===== src/rtl/regfile_wb_arbiter.sv =====
// regfile_wb_arbiter
//   Merges two writeback sources (ALU = A, load = B) into the single register
//   file write port. It also keeps a per-register scoreboard of outstanding
//   writes so that the issue stage can stall on source operands.
//
// Parameters
//   ZERO_WRITABLE  : 0 -> writes to register 0 are accepted but never enabled
//
// Ports
//   clk, rst                 : rising-edge clock, synchronous active-high reset
//   a_valid/a_reg/a_data     : ALU writeback request, a_ready = accepted
//   b_valid/b_reg/b_data     : load writeback request, b_ready = accepted
//   rsv_valid/rsv_reg        : issue stage reserves a destination register
//   read_reg1/read_reg2      : source registers of the issuing instruction
//   stall                    : a source register has an outstanding write
//   write_reg/data           : registered register-file write address/data
//   reg_write_flag           : registered register-file write enable
//   busy                     : scoreboard, bit r = register r outstanding
module regfile_wb_arbiter #(
  parameter int ZERO_WRITABLE = 0
) (
  input  logic        clk,
  input  logic        rst,
  input  logic        a_valid,
  input  logic [4:0]  a_reg,
  input  logic [31:0] a_data,
  output logic        a_ready,
  input  logic        b_valid,
  input  logic [4:0]  b_reg,
  input  logic [31:0] b_data,
  output logic        b_ready,
  input  logic        rsv_valid,
  input  logic [4:0]  rsv_reg,
  input  logic [4:0]  read_reg1,
  input  logic [4:0]  read_reg2,
  output logic        stall,
  output logic [4:0]  write_reg,
  output logic        reg_write_flag,
  output logic [31:0] data,
  output logic [31:0] busy
);

  // Round-robin pointer: 0 = A has priority, 1 = B has priority.
  logic        ptr_q, ptr_d;
  logic [4:0]  write_reg_q, write_reg_d;
  logic        reg_write_flag_q, reg_write_flag_d;
  logic [31:0] data_q, data_d;
  logic [31:0] busy_q, busy_d;

  logic        xfer_s;
  logic [4:0]  xfer_reg_s;
  logic [31:0] xfer_data_s;

  // Grant selection: a lone requester always wins, contention follows ptr_q.
  always_comb begin
    a_ready = 1'b0;
    b_ready = 1'b0;
    if (a_valid && b_valid) begin
      a_ready = ~ptr_q;
      b_ready = ptr_q;
    end else begin
      a_ready = a_valid;
      b_ready = b_valid;
    end
  end

  // Transfer mux and next-state computation for the write port and pointer.
  always_comb begin
    xfer_s      = a_ready | b_ready;
    xfer_reg_s  = 5'd0;
    xfer_data_s = 32'd0;
    if (b_ready) begin
      xfer_reg_s  = b_reg;
      xfer_data_s = b_data;
    end else begin
      xfer_reg_s  = a_reg;
      xfer_data_s = a_data;
    end

    // After a contended grant the pointer moves to the loser.
    if (a_valid && b_valid) begin
      ptr_d = ~ptr_q;
    end else begin
      ptr_d = ptr_q;
    end

    // Address and data hold when idle; the enable pulses only for real writes.
    if (xfer_s) begin
      write_reg_d      = xfer_reg_s;
      data_d           = xfer_data_s;
      reg_write_flag_d = (ZERO_WRITABLE != 0) || (xfer_reg_s != 5'd0);
    end else begin
      write_reg_d      = write_reg_q;
      data_d           = data_q;
      reg_write_flag_d = 1'b0;
    end
  end

  // Scoreboard update: clear on completed write first, so a reservation of
  // the same register at the same edge wins.
  always_comb begin
    busy_d = busy_q;
    if (reg_write_flag_q) begin
      busy_d[write_reg_q] = 1'b0;
    end else begin
      busy_d = busy_q;
    end
    if (rsv_valid && (rsv_reg != 5'd0)) begin
      busy_d[rsv_reg] = 1'b1;
    end else begin
      busy_d[0] = 1'b0;
    end
    busy_d[0] = 1'b0;
  end

  // State registers with synchronous reset; reset discards any transfer.
  always_ff @(posedge clk) begin
    if (rst) begin
      ptr_q            <= 1'b0;
      write_reg_q      <= 5'd0;
      reg_write_flag_q <= 1'b0;
      data_q           <= 32'd0;
      busy_q           <= 32'd0;
    end else begin
      ptr_q            <= ptr_d;
      write_reg_q      <= write_reg_d;
      reg_write_flag_q <= reg_write_flag_d;
      data_q           <= data_d;
      busy_q           <= busy_d;
    end
  end

  // Operand hazard detection on the current scoreboard.
  always_comb begin
    stall = busy_q[read_reg1] | busy_q[read_reg2];
  end

  assign write_reg      = write_reg_q;
  assign reg_write_flag = reg_write_flag_q;
  assign data           = data_q;
  assign busy           = busy_q;

endmodule


===== config.mk =====
export PLATFORM = sky130hd
export DESIGN_NAME = regfile_wb_arbiter
export DESIGN_NICKNAME = d
export VERILOG_FILES = /design/src/rtl/regfile_wb_arbiter.sv
export SDC_FILE = /design/constraint.sdc
export NUM_CORES = 1
export LEC_CHECK = 0
export CORE_ASPECT_RATIO = 0.7
export CORE_MARGIN = 4
export CORE_UTILIZATION = 44
export DETAILED_ROUTE_END_ITERATION = 8
export PLACE_DENSITY_LB_ADDON = 0.15
export SETUP_SLACK_MARGIN = 0.2
export SYNTH_ARGS = -nofsm -noshare
export SYNTH_HDL_FRONTEND = slang
export SYNTH_SLANG_ARGS = --single-unit

===== constraint.sdc =====
create_clock -name clk -period 3.85 [get_ports clk]
set_clock_uncertainty 0.2 [all_clocks]
set_input_delay 0.77 -clock clk [delete_from_list [all_inputs] [get_ports clk]]
set_output_delay 0.77 -clock clk [all_outputs]
set_load 0.02 [all_outputs]

# Word level (Yosys, flattened, before mapping)
# Cells that the tools add are included.
# totals
register_bits,71
in_bits,94
out_inout_bits,73
word_cells,40
# op_classes
n_lt_le_gt_ge,6
mux,14
bitwise_logic,7
n_reduce_logical,7
# op_table
operator,n
$mux 32,2
$and 32x32->32,1
$not 32->32,1
$or 32x32->32,1
$mux 31,1
$lt 5x6->1 const B,4
$bmux 1 s5,2
$demux 1 s5,2
$ge 5x1->1 const B,2
$reduce_bool 5->1,2
$mux 1,6
$mux 5,1
$logic_and 1x1->1,4
$not 1->1,2
$or 1x1->1,2
$reduce_or 2->1,1

# Longest topological paths before layout
# depth
ltp_word,9
mapped_depth,6
ltp_nobuf,5

# Least setup slack after synthesis
# Ideal clock, no wire load.
# synth_path
path_type,input-to-output
from,input read_reg1[4]
to,output stall
t_arrival_ns,1.976
required_time_ns,2.880
slack_ns,0.904
path_stages,6
path_buffers,1
cell_sequence,buf_2 -> mux4_1 -> nand2_1 -> o311ai_1 -> nor3_2 -> nand3_1
# synth_via
elab_chain_cells,3
# synth_rtl
item,line_no,rtl
start: declaration,34,"input logic [4:0] read_reg1,"
$bmux 1 s5,135,stall = busy_q[read_reg1] | busy_q[read_reg2];
$mux 1 (not written as such),135,
$or 1x1->1,135,
end: declaration,36,"output logic stall,"
# No other way between the ends. The select of a mux whose other input is x is not followed.

# Worst setup path in the final report
# layout_path
from,input read_reg1[0]
to,output stall
# Same word-level chain as after synthesis.

==> flow_summary.yaml <==
synth:
  yosysMostFrequentCell: "nand2_1"
  ys_seq_area_share_pct: 40.5
  ys_ff_latch: 70
  synth_area_leaders: "dfxtp_1, mux2i_1, o21ai_0, mux4_2, nand2_1"
  synth_edf_count: 0
  synthTopCellsByCount: "nand2_1, dfxtp_1, o21ai_0, mux2i_1, a21oi_1"
  yosysWarnings: 0
  ys_types: 39
  synth_area_mm2: 0.00346
  synthCells: 389
  yosys.area.top_type: "dfxtp_1"
  async_flop_share_pct: 0
  syn_area_per_cell_um2: 8.89
  yosys.area.top_type_share_pct: 40.5
  ys.flop_type: "dfxtp_1"
  synth_fp_nets: 483
cts:
  cts_sinks: 70
  root_buffer: "clkbuf_16"
  cts_max_path_buffers: 2
  cts.clk_slew.worst_paths_ns: 0.05
  cts_setup_buffers: 0
  cts_tree: "built"
  htree_levels: 3
  clock_latency_ns: 0.32
  numCtsBuffers: 9
  postCtsHoldBufs: 0
critical_path:
  path_cells: "clkdlybuf4s50_1 > buf_6 > mux4_2 > nand3b_1 > o21ai_0 > a21oi_1 > nand3_1 > clkbuf_2"
  path_buf_inv: 3
  worstPathMaxFanout: 9
  critPathKind: "input port to output port"
  crit_slowest_cell: "mux4_2"
  cpPeakStageDelay_ns: 0.50
  critPathCaptureType: "output port"
  cp.arrival_ns: 2.54
  critPathTopFamily: "buffers and inverters"
  cp-start-kind: "input port"
  worstPathRequired_ns: 2.88
die:
  fp-row-count: 26
  die-height_um: 82.2
  die_w_um: 114
  io_pins: 167
  coreArea_mm2: 0.00748
  start_util_pct: 46.2
  die-area_mm2: 0.00937
layout:
  multi_input_area_mm2: 0.00192
  diodes: 0
  regArea_mm2: 0.00140
  areaGrowthSynthToFinish_pct: 60.9
  largest_reg_flops: 32
  drive_above_1_share_pct: 8.50
  fill_cells: 547
  final_nets: 643
power:
  total_power_w: 0.00223
  ir_worst_vdd_v: 0.000245
  p_leak_nw: 2.14
  p_per_area_mw_per_mm2: 401
sta:
  max_freq_mhz: 285
  fin_crit_sh_pct: 91.1
  finalHoldViolations: 0
  min_period_ns: 3.51
  slew_headroom_pct: 32.0
  setup_viol: 0
  rsz0062_at_grt: "false"
  setup-tns-final_ns: 0
  worst-slew-pin-transition_ns: 1.02
  slew_violations: 0
detailed_routing:
  totalWireLength_um: 12200
  drt_pass1_iterations: 5
  via_per_inst: 5.67
  top_layer_used: "met4"
  route.met2.wl_um: 5720
  drt_iter0_markers: 320
  via_count: 3691
  ant_nets: 0
  drc_errors: 0
  met3_length_um: 1730
  wire_per_inst_um: 18.7
  met1_length_um: 4650
grt:
  grt_pass1_vias: 3699
  antenna_found_initial: 0
  grt_pass1_wl_um: 19100
  grt_start_max_net_pins: 40
  grt_usage_pct: 26.2
  overflow: 0
worst_hold_path:
  hold_class: "flip-flop to flip-flop"
outcome:
  outcome: "completed"
run:
  cap_violations: 0
placement:
  portBuffers: 165
  gp_congestion: 0.981
  dp.final_hpwl_um: 9340
## per-layer routing
| layer | global-route usage, % | vias up |
|---|---|---|
| met5 | 0 | - |
| met4 | 4.98 | 0 |
| met3 | 11.1 | 12 |
| met2 | 43.3 | 241 |
| met1 | 32.4 | 1724 |
| li1 | - | 1714 |
## power by group
part,total [W],switching [W],internal [W]
sequential,0.000793,0.0000307,0.000762
combinational,0.000383,0.000178,0.000205
clock,0.00106,0.000297,0.000761
total,0.00223,0.000505,0.00173
## cells by family after synthesis
family                 Yosys count  synth area share [%]
flip-flops                      70                  40.5
multiplexers                    55                  21.1
AND/OR/NAND/NOR                120                  16.6
AO/OA/AOI/OAI                  111                  16.6
XOR/XNOR                         1                 0.253
buffers and inverters           31                  4.74
other                            1                 0.108
## final cells by class
type                    instances  share of cell area, %
flip-flops and latches         70                   25.2
inverters                       4                  0.270
multi-input cells             288                   34.4
repair buffers                176                   31.0
clock buffers                   9                   4.05
clock inverters                 6                   2.85
well taps                      98                   2.20
## cell usage in the layout, fill, tap and decap left out, types with 2 or more instances in the layout
cell type and count:
clkdlybuf4s50_1 159, nand2_1 75, dfxtp_1 70, o21ai_0 69, mux2i_1 40, a21oi_1 35
mux4_2 13, buf_4 10, clkbuf_16 9, nor2_1 8, nor3b_1 6, nand3b_1 6
bufinv_16 5, dlygate4sd2_1 5, inv_1 4, nand4_1 4, nand3_1 4, nor3_1 3
and3_1 2, and3b_1 2, or3b_1 2
## metrics by stage
| stage | utilization (%) | setup WS [ns] | cell area [um2] | cells | hold slack [ns] |
|---|---|---|---|---|---|
| 2_1_floorplan | - | 0.904 | 3460 | 389 | 0.301 |
| 6_report | 74.4 | 0.343 | 5570 | 651 | 0.250 |
| 5_1_grt | 74.4 | 0.215 | 5570 | 651 | 0.277 |
| 4_1_cts | 74.4 | 0.201 | 5570 | 651 | 0.255 |
| 3_5_place_dp | 69.3 | -0.0823 | 5190 | 636 | 0.244 |
| 3_3_place_gp | 69.3 | -0.0406 | 5190 | 636 | 0.235 |
## worst reg2reg max path: stages (launching register included)
cell and delay, ns:
dfxtp_1 0.35, o21ai_4 0.16, buf_4 0.52, mux2i_1 0.32
o21ai_0 0.12
## final timing paths
path	from	endpoint	slack [ns]	depth (start not counted)
setup / recovery	read_reg1[0]	stall	0.34	8
setup reg to reg	ptr_q$_SDFFE_PP0N_	data[26]$_SDFFE_PP0N_	2.04	4
hold reg to reg	data[6]$_SDFFE_PP0N_	data[6]$_SDFFE_PP0N_	0.25	2
hold / removal	data[6]$_SDFFE_PP0N_	data[6]$_SDFFE_PP0N_	0.25	2
## timing repair
action / in CTS / in global routing
gates resized for setup: 7 / 3
cloned: 0 / 0
endpoints found under the setup margin: 1 / 1
pin swaps: 1 / 1
Power figures use the tool's default switching activity.
